File: config.mk
export PLATFORM = sky130hd
export DESIGN_NAME = base3_to_base2_flat
export DESIGN_NICKNAME = d
export VERILOG_FILES = /design/src/rtl/base3_to_base2_pkg.sv /design/src/rtl/base3_to_base2_if.sv /design/src/rtl/base3_to_base2_mul3_add.sv /design/src/rtl/base3_to_base2.sv /design/src/flat_wrapper.sv
export SDC_FILE = /design/constraint.sdc
export NUM_CORES = 1
export LEC_CHECK = 0
export CAP_MARGIN = 40
export CORE_ASPECT_RATIO = 1.2
export CORE_MARGIN = 2
export CORE_UTILIZATION = 45
export DETAILED_ROUTE_END_ITERATION = 10
export PLACE_DENSITY_LB_ADDON = 0.15
export SETUP_SLACK_MARGIN = 0.15
export SLEW_MARGIN = 0
export SYNTH_ARGS = -nofsm -noshare
export SYNTH_HDL_FRONTEND = slang
export SYNTH_SLANG_ARGS = --single-unit
File: constraint.sdc
create_clock -name clk -period 4.2 [get_ports clk]
set_clock_uncertainty 0.1 [all_clocks]
set_input_delay 1.05 -clock clk [delete_from_list [all_inputs] [get_ports clk]]
set_output_delay 1.05 -clock clk [all_outputs]
set_load 0.005 [all_outputs]
File: src/rtl/base3_to_base2_pkg.sv
// Shared definitions for the base-3 to base-2 converter: sizes, FSM state
// encoding and ternary digit codes.
package base3_pkg;

  localparam int DIGITS = 16;
  localparam int OUT_W  = 16;
  localparam int CNT_W  = 4;

  typedef enum logic [1:0] {
    IDLE = 2'd0,
    CONV = 2'd1,
    DONE = 2'd2
  } state_e;

  localparam logic [1:0] DIG_0   = 2'b00;
  localparam logic [1:0] DIG_1   = 2'b01;
  localparam logic [1:0] DIG_2   = 2'b10;
  localparam logic [1:0] INVALID = 2'b11;

endpackage

File: src/rtl/base3_to_base2_if.sv
// Start/result bundle between the upstream base-2->base-3 stage and this
// converter.
//
// Handshake: en is a start request that is only looked at while the
// converter is IDLE; base3_no must be valid in that same cycle. There is no
// back-pressure: done is a one-cycle valid pulse, and base2_no/err/ovf stay
// stable from that pulse until the next done.
interface base3_to_base2_if;
  import base3_pkg::*;

  logic                  en;
  logic [2*DIGITS-1:0]   base3_no;
  logic [OUT_W-1:0]      base2_no;
  logic                  done;
  logic                  err;
  logic                  ovf;

  modport master (
    output en, base3_no,
    input  base2_no, done, err, ovf
  );

  modport slave (
    input  en, base3_no,
    output base2_no, done, err, ovf
  );

endinterface

File: src/rtl/base3_to_base2_mul3_add.sv
// One Horner step: nxt = acc*3 + d, built from a shift and two adds.
// An invalid digit code is flagged and contributes 0.
module mul3_add
  import base3_pkg::*;
(
  input  logic [OUT_W-1:0] acc,
  input  logic [1:0]       d,
  output logic [OUT_W+1:0] nxt,
  output logic             bad
);

  logic [OUT_W+1:0] acc_ext;
  logic [1:0]       d_val;

  assign acc_ext = {2'b00, acc};
  assign bad     = (d == INVALID);
  assign d_val   = bad ? DIG_0 : d;
  // Two guard bits hold the carry out of the 16-bit accumulator.
  assign nxt     = (acc_ext << 1) + acc_ext + {{OUT_W{1'b0}}, d_val};

endmodule

File: src/rtl/base3_to_base2.sv
// Packed ternary (16 digits, 2 bits each, MSD first) to 16-bit binary.
// One Horner step per clock over a fixed 16 cycles, with sticky flags for
// invalid digit codes and for results that do not fit in 16 bits.
module base3_to_base2
  import base3_pkg::*;
(
  input  logic                    clk,
  input  logic                    rst_n,
  base3_to_base2_if.slave         bus,
  output state_e                  state_dbg
);

  localparam logic [CNT_W-1:0] CNT_LAST = CNT_W'(DIGITS - 1);

  state_e               state_q, state_d;
  logic [2*DIGITS-1:0]  sh_q;
  logic [OUT_W-1:0]     acc_q;
  logic [CNT_W-1:0]     cnt_q;
  logic                 err_r, ovf_r;
  logic [OUT_W-1:0]     base2_q;
  logic                 done_q, err_q, ovf_q;

  logic [OUT_W+1:0]     nxt;
  logic                 bad;
  logic                 nxt_ovf;
  logic                 conv_last;

  // Most significant unprocessed digit is always at the top of sh_q.
  mul3_add u_mul3_add (
    .acc (acc_q),
    .d   (sh_q[2*DIGITS-1 -: 2]),
    .nxt (nxt),
    .bad (bad)
  );

  assign nxt_ovf   = |nxt[OUT_W+1:OUT_W];
  assign conv_last = (state_q == CONV) && (cnt_q == CNT_LAST);

  // State register.
  always_ff @(posedge clk or negedge rst_n) begin
    if (!rst_n) state_q <= IDLE;
    else        state_q <= state_d;
  end

  // Next state: IDLE waits for en, CONV runs a fixed 16 steps, DONE lasts one cycle.
  always_comb begin
    state_d = state_q;
    unique case (state_q)
      IDLE:    if (bus.en) state_d = CONV;
      CONV:    if (cnt_q == CNT_LAST) state_d = DONE;
      DONE:    state_d = IDLE;
      default: state_d = IDLE;
    endcase
  end

  // Working registers: capture on start, one Horner step per CONV cycle.
  always_ff @(posedge clk or negedge rst_n) begin
    if (!rst_n) begin
      sh_q  <= '0;
      acc_q <= '0;
      cnt_q <= '0;
      err_r <= 1'b0;
      ovf_r <= 1'b0;
    end else if (state_q == IDLE && bus.en) begin
      sh_q  <= bus.base3_no;
      acc_q <= '0;
      cnt_q <= '0;
      err_r <= 1'b0;
      ovf_r <= 1'b0;
    end else if (state_q == CONV) begin
      sh_q  <= sh_q << 2;
      acc_q <= nxt[OUT_W-1:0];
      cnt_q <= cnt_q + 1'b1;
      err_r <= err_r | bad;
      ovf_r <= ovf_r | nxt_ovf;
    end
  end

  // Result registers: loaded on the last step (folding in that step) and held until the next one.
  always_ff @(posedge clk or negedge rst_n) begin
    if (!rst_n) begin
      base2_q <= '0;
      err_q   <= 1'b0;
      ovf_q   <= 1'b0;
      done_q  <= 1'b0;
    end else begin
      done_q <= conv_last;
      if (conv_last) begin
        base2_q <= nxt[OUT_W-1:0];
        err_q   <= err_r | bad;
        ovf_q   <= ovf_r | nxt_ovf;
      end
    end
  end

  assign bus.base2_no = base2_q;
  assign bus.done     = done_q;
  assign bus.err      = err_q;
  assign bus.ovf      = ovf_q;
  assign state_dbg    = state_q;

endmodule

File: src/flat_wrapper.sv
// flat-port wrapper written by rule: the top's interface ports become plain ports
module base3_to_base2_flat import base3_pkg::*;
  (clk, rst_n, state_dbg, bus_en, bus_base3_no, bus_base2_no, bus_done, bus_err, bus_ovf);
  base3_to_base2_if bus_i ();
  input  logic clk;
  input  logic rst_n;
  output state_e state_dbg;
  input wire logic [$bits(bus_i.en)-1:0] bus_en;
  input wire logic [$bits(bus_i.base3_no)-1:0] bus_base3_no;
  output wire logic [$bits(bus_i.base2_no)-1:0] bus_base2_no;
  output wire logic [$bits(bus_i.done)-1:0] bus_done;
  output wire logic [$bits(bus_i.err)-1:0] bus_err;
  output wire logic [$bits(bus_i.ovf)-1:0] bus_ovf;
  assign bus_i.en = bus_en;
  assign bus_i.base3_no = bus_base3_no;
  assign bus_base2_no = bus_i.base2_no;
  assign bus_done = bus_i.done;
  assign bus_err = bus_i.err;
  assign bus_ovf = bus_i.ovf;
  base3_to_base2 u_core (.clk(clk), .rst_n(rst_n), .bus(bus_i), .state_dbg(state_dbg));
endmodule
Word level (Yosys, flattened, before mapping)
Cells that the tools add are included.
{"block": "word_totals", "elab_cells": 40, "reg_bits": 75, "mem_bits_ro": 0, "ramBits": 0, "latchBits": 0, "output_inout_bits": 21, "input_bits": 35, "mem_count": 0}
{"block": "classes", "add_sub_neg": 3, "n_div": 0, "n_mul": 0, "n_eq_ne": 5, "reduce_logical": 6, "n_lt_le_gt_ge": 0, "n_bitwise": 2, "n_mux": 14, "n_shift": 0}
{"cell": "2-to-1 mux 32 bit", "n": 2}
{"cell": "2-to-1 mux 16 bit", "n": 2}
{"cell": "adder 17 x 16 -> 18 bit", "n": 1}
{"cell": "adder 18 x 2 -> 18 bit", "n": 1}
{"cell": "2-to-1 mux 4 bit", "n": 2}
{"cell": "2-to-1 mux 2 bit", "n": 3}
{"cell": "adder 4 x 1 -> 4 bit, second input constant", "n": 1}
{"cell": "equality test 4 bit, second input constant", "n": 1}
{"cell": "2-to-1 mux 1 bit", "n": 4}
{"cell": "one-hot mux 2 bit (2 select lines)", "n": 1}
{"cell": "equality test 2 x 1 -> 1 bit, second input constant", "n": 1}
{"cell": "equality test 2 bit, second input constant", "n": 1}
{"cell": "logical AND 1 bit", "n": 2}
{"cell": "zero test 2 bit", "n": 1}
{"cell": "inequality test 2 x 1 -> 1 bit, second input constant", "n": 1}
{"cell": "inequality test 2 bit, second input constant", "n": 1}
{"cell": "OR 1 bit", "n": 2}
{"cell": "AND reduction 2 bit", "n": 1}
{"cell": "nonzero test 2 bit", "n": 1}
{"cell": "OR reduction 2 bit", "n": 1}

Logic depth before layout (Yosys ltp)
{"block": "depth", "depth_word": 7, "depth_mapped": 12, "mapped_depth_nobuf": 12}

By module
A second synthesis with hierarchy kept.
{"block": "hier_totals", "cells_unflattened": 422, "hier_area_um2": 4304.1}
{"mod": "base3_to_base2", "instances": 1, "seq_area_each_um2": 1876.8, "area_each_um2": 3228.1, "cells_each": 290}
{"mod": "mul3_add", "instances": 1, "seq_area_each_um2": 0.0, "area_each_um2": 1076.0, "cells_each": 132}

Worst setup path after synthesis
No wires, ideal clock.
{"block": "synth_timing", "kind": "register to register", "start": "reg u_core.sh_q[30]", "end": "reg u_core.base2_q[13], in the netlist u_core.bus.base2_no[13]", "slack_ns": 1.393, "required_time_ns": 3.975, "stages_incl_launch_ff": 13, "arrival_ns": 2.582, "n_path_buf": 0, "path_cell_list": "dfrtp_1 nand2b_1 fa_1 inv_1 ha_1 inv_1 fa_1 nand2b_1 a21oi_1 o21ai_0 o21bai_1 xor2_1 mux2_2"}
{"block": "synth_via", "elab_chain_cells": 3}
{"item": "start: declaration", "line_no": "base3_to_base2.sv:16", "source": "logic [2*DIGITS-1:0] sh_q;"}
{"item": "start signal: assignment", "line_no": "base3_to_base2.sv:65", "source": "sh_q <= bus.base3_no;"}
{"item": "start signal: assignment", "line_no": "base3_to_base2.sv:71", "source": "sh_q <= sh_q << 2;"}
{"item": "equality test 2 bit", "line_no": "base3_to_base2_mul3_add.sv:16", "source": "assign bad = (d == INVALID);"}
{"item": "2-to-1 mux 2 bit (*)", "line_no": "base3_to_base2_mul3_add.sv:17", "source": "assign d_val = bad ? DIG_0 : d;"}
{"item": "adder 18 x 2 -> 18 bit (*)", "line_no": "base3_to_base2_mul3_add.sv:19", "source": "assign nxt = (acc_ext << 1) + acc_ext + {{OUT_W{1'b0}}, d_val};"}
{"item": "end signal: assignment", "line_no": "base3_to_base2.sv:89", "source": "base2_q <= nxt[OUT_W-1:0];"}
{"item": "end: declaration", "line_no": "base3_to_base2.sv:20", "source": "logic [OUT_W-1:0] base2_q;"}
Mark *: on every way between the ends. The rest lies on a longest branch, timed or not.
A chain may end at the register's enable or synchronous reset.

Final worst setup path
Ends and elaborated chain as after synthesis.

==> impl_metrics.env <==
export IMPL_die_area_um2=10200
export IMPL_multi_input_area_um2=2220
export IMPL_synth_edff_count=0
export IMPL_overflow=0
export IMPL_synth_area_leaders="dfrtp_1 (44%), ha_1 (9.4%), o21ai_0 (6.0%)"
export IMPL_area_sequential_um2=1880
export IMPL_cap_viol_max_count=0
export IMPL_numClockSinks=75
export IMPL_die_h_um=110
export IMPL_cp_buffers_inverters=2
export IMPL_num_io_pins=56
export IMPL_slew_headroom_pct=61.3
export IMPL_grt_first_pass_wirelength_um=16400
export IMPL_p_comb_share_pct=61.2
export IMPL_slowest_delay_ns=0.45
export IMPL_cts_setup_buffers=0
export IMPL_grt_pass1_vias=3529
export IMPL_cts_inserted_buffers=9
export IMPL_path_clk_slew_ns=0.08
export IMPL_n_antenna_cell=0
export IMPL_drt_vias_per_instance=5.60
export IMPL_fmaxAchievable_mhz=317
export IMPL_maxSlewViolCount=0
export IMPL_status="completed"
export IMPL_final_nets=559
export IMPL_yosysMostFrequentCell="dfrtp_1"
export IMPL_fp_dieW_um=92.6
export IMPL_rows=38
export IMPL_fin_setup_tns_ns=0
export IMPL_hold_ws_ns=0.377
export IMPL_post_drt_wl_per_cell_um=15.6
export IMPL_ir_drop_v=0.000287
export IMPL_antenna_found_initial=0
export IMPL_synthTopCellsByCount="dfrtp_1 (75), o21ai_0 (51), a21oi_1 (44), nand2_1 (43), nor2b_1 (35)"
export IMPL_syn_nets=508
export IMPL_min_period_ns=3.15
export IMPL_pwr_share_seq_pct=27.8
export IMPL_cp_cell_sequence="nand2b_1 > fa_1 > inv_1 > ha_1 > inv_1 > fa_1 > nand2b_1 > a21oi_1 > o21ai_0 > o21bai_1 > xor2_1 > mux2_2"
export IMPL_hold_viol_final=0
export IMPL_clockRootBuffer="clkbuf_8"
export IMPL_crit_fanout=4
export IMPL_drt_iter0_markers=97
export IMPL_grt_max_degree=50
export IMPL_start_util_pct=46.7
export IMPL_final_antenna_net_count=0
export IMPL_finalSetupViolCount=0
export IMPL_arrival_ns=3.30
export IMPL_ys_seq_area_share_pct=44.3
export IMPL_crit_type="reg2reg"
export IMPL_netlist_instances=439
export IMPL_syn_area_per_cell_um2=9.66
export IMPL_cellPowerDensity_nw_per_um2=916
export IMPL_gr_usage_all_layers_pct=20.2
export IMPL_drc_errors=0
export IMPL_power_total_w=0.00468
export IMPL_io_buffers=55
export IMPL_post_cts_resized=0
export IMPL_ctsHtreeMaxLevel=3
export IMPL_num_fill_cells=851
export IMPL_worstSkewPairLatency_ns=0.36
export IMPL_hold_buffers=0
export IMPL_fin_util_pct=56.3
export IMPL_swShare_pct=44.1
export IMPL_gp_congestion=0.823
export IMPL_cpMaxStageDelayCell="fa_1"
export IMPL_yosys_warnings=0
export IMPL_leakagePower_nw=2.26
export IMPL_cts_buffer_depth=2
export IMPL_critPathCaptureType="register"
export IMPL_p_sw_w=0.00207
export IMPL_ys_async_sr_fraction_pct=100
export IMPL_area_growth_pct=20.6
export IMPL_drt_total_wl_um=9610
export IMPL_tightestPinTransition_ns=0.577
export IMPL_drive_gt1_share_pct=8.69
export IMPL_firstDrtPassIters=4
export IMPL_yosys_area_top_type="dfrtp_1"
export IMPL_cp_top_family="adder cells"
export IMPL_start_kind="register"
export IMPL_coreArea_um2=9080
export IMPL_hold_path_class="reg2reg"
export IMPL_synth_top_area_share_pct=44.3
export IMPL_p_int_w=0.00262
export IMPL_cts_tree="yes"
export IMPL_fin_area_um2=5110
export IMPL_hpwl_um=6620
export IMPL_min_period_over_period_pct=75.1
export IMPL_vias=3441
export IMPL_ys_ff_latch=75
export IMPL_synth_ff_type="dfrtp_1"
export IMPL_synthDistinctLibCells=43
export IMPL_rsz0062_at_grt="false"
export IMPL_dpl_cell_area_um2=4930
export IMPL_clkPwrFrac_pct=11.0
export IMPL_crit_required_ns=4.35
export IMPL_netlist_area_um2=4240
[power groups by stage]
stage | registers (W) | logic [W] | clock network, W
after floorplan | 0.00124 | 0.00215 | 0
after global placement | 0.00130 | 0.00278 | 0
after detailed placement | 0.00131 | 0.00288 | 0
after CTS | 0.00130 | 0.00290 | 0.000532
after global routing | 0.00134 | 0.00324 | 0.000568
final | 0.00130 | 0.00286 | 0.000516
[per-stage QoR]
stage / cells / setup WS (ns)
final: 615 / 1.05
after CTS: 615 / 1.05
after global routing: 615 / 0.819
after global placement: 597 / 1.18
after floorplan: 439 / 1.39
after detailed placement: 599 / 1.04
[worst register-to-register path, delay by kind of cell (launching register included)]
kind | cells | cell delay [ns]
buf+inv | 2 | 0.13
compound gates | 3 | 0.65
fa+ha+maj | 3 | 1.02
mux | 1 | 0.27
xor+xnor | 1 | 0.11
simple gates | 2 | 0.36
flops | 1 | 0.40
[cells in the final DEF, fill, tap and decap left out, types with 2 or more instances in the layout]
master           netlist  routed
a21oi_2                2       2
clkinvlp_4             0       3
nor3_1                 3       3
a22oi_1               30      30
or3_1                  2       2
nor2b_2                0       2
nand4_1                3       3
a21oi_1               44      44
o21bai_1               2       2
nor3b_1                2       2
o211ai_1               2       2
nand2_2                2       2
xnor2_1                6       6
nand3_1                3       3
clkdlybuf4s50_1        0      54
mux2i_1                3       3
nand2_1               43      43
nor2_1                14      14
o21ai_1                3       3
a22o_1                15      15
o21ai_0               51      51
fa_1                   2       2
nand2b_1               5       5
clkinv_2               1       3
clkbuf_8               0      10
mux2_2                 5       5
a21o_1                 2       2
buf_4                  1       8
ha_1                  32      32
inv_1                 11      11
dfrtp_1               75      75
xor2_1                 6       6
nor2b_1               35      33
[per-layer routing]
layer | up-vias | global-route usage, % | routed length, µm
met5 | - | 0 | 0
met1 | 1705 | 24.0 | 4160
li1 | 1676 | - | -
met4 | 0 | 6.40 | 133
met2 | 50 | 36.7 | 4990
met3 | 10 | 4.49 | 334
[cells by family after synthesis]
logic type	count (synthesis)	synth area share, %
multiplexers	9	2.39
XOR/XNOR	12	2.48
AND/OR/NAND/NOR	113	13.2
flip-flops	75	44.3
buffers and inverters	36	3.51
AO/OA/AOI/OAI	160	23.8
adder cells (fa/ha/maj)	34	10.4
[state kept, by name, summed over array words and instances, names as in the netlist]
| register | flops |
|---|---|
| u_core.sh_q | 32 |
| u_core.acc_q | 16 |
| u_core.bus.base2_no | 16 |
| u_core.cnt_q | 4 |
| u_core.state_dbg | 2 |
| u_core.bus.done | 1 |
| u_core.bus.err | 1 |
| u_core.bus.ovf | 1 |
| u_core.err_r | 1 |
| u_core.ovf_r | 1 |
[worst paths after layout]
kind / from / to / slack, ns / depth (start not counted)
worst max-delay path: u_core.sh_q[30] / u_core.bus.base2_no[13] / 1.05 / 12
worst min-delay path: u_core.bus.base2_no[0] / u_core.bus.base2_no[0] / 0.38 / 2
worst max register to register: u_core.sh_q[30] / u_core.bus.base2_no[13] / 1.05 / 12
worst min register to register: u_core.bus.base2_no[0] / u_core.bus.base2_no[0] / 0.38 / 2
max in group asynchronous: rst_n / u_core.sh_q[14] / 2.93 / 2
min in group asynchronous: rst_n / u_core.acc_q[5] / 0.50 / 1
[cell type report]
type | instances | share of cell area (%)
clock buffers | 10 | 2.69
flip-flops and latches | 75 | 36.7
clock inverters | 6 | 0.807
inverters | 12 | 0.905
multi-input cells | 328 | 43.4
well taps | 120 | 2.94
repair buffers | 64 | 12.6
(Power assumes the default switching activity.)
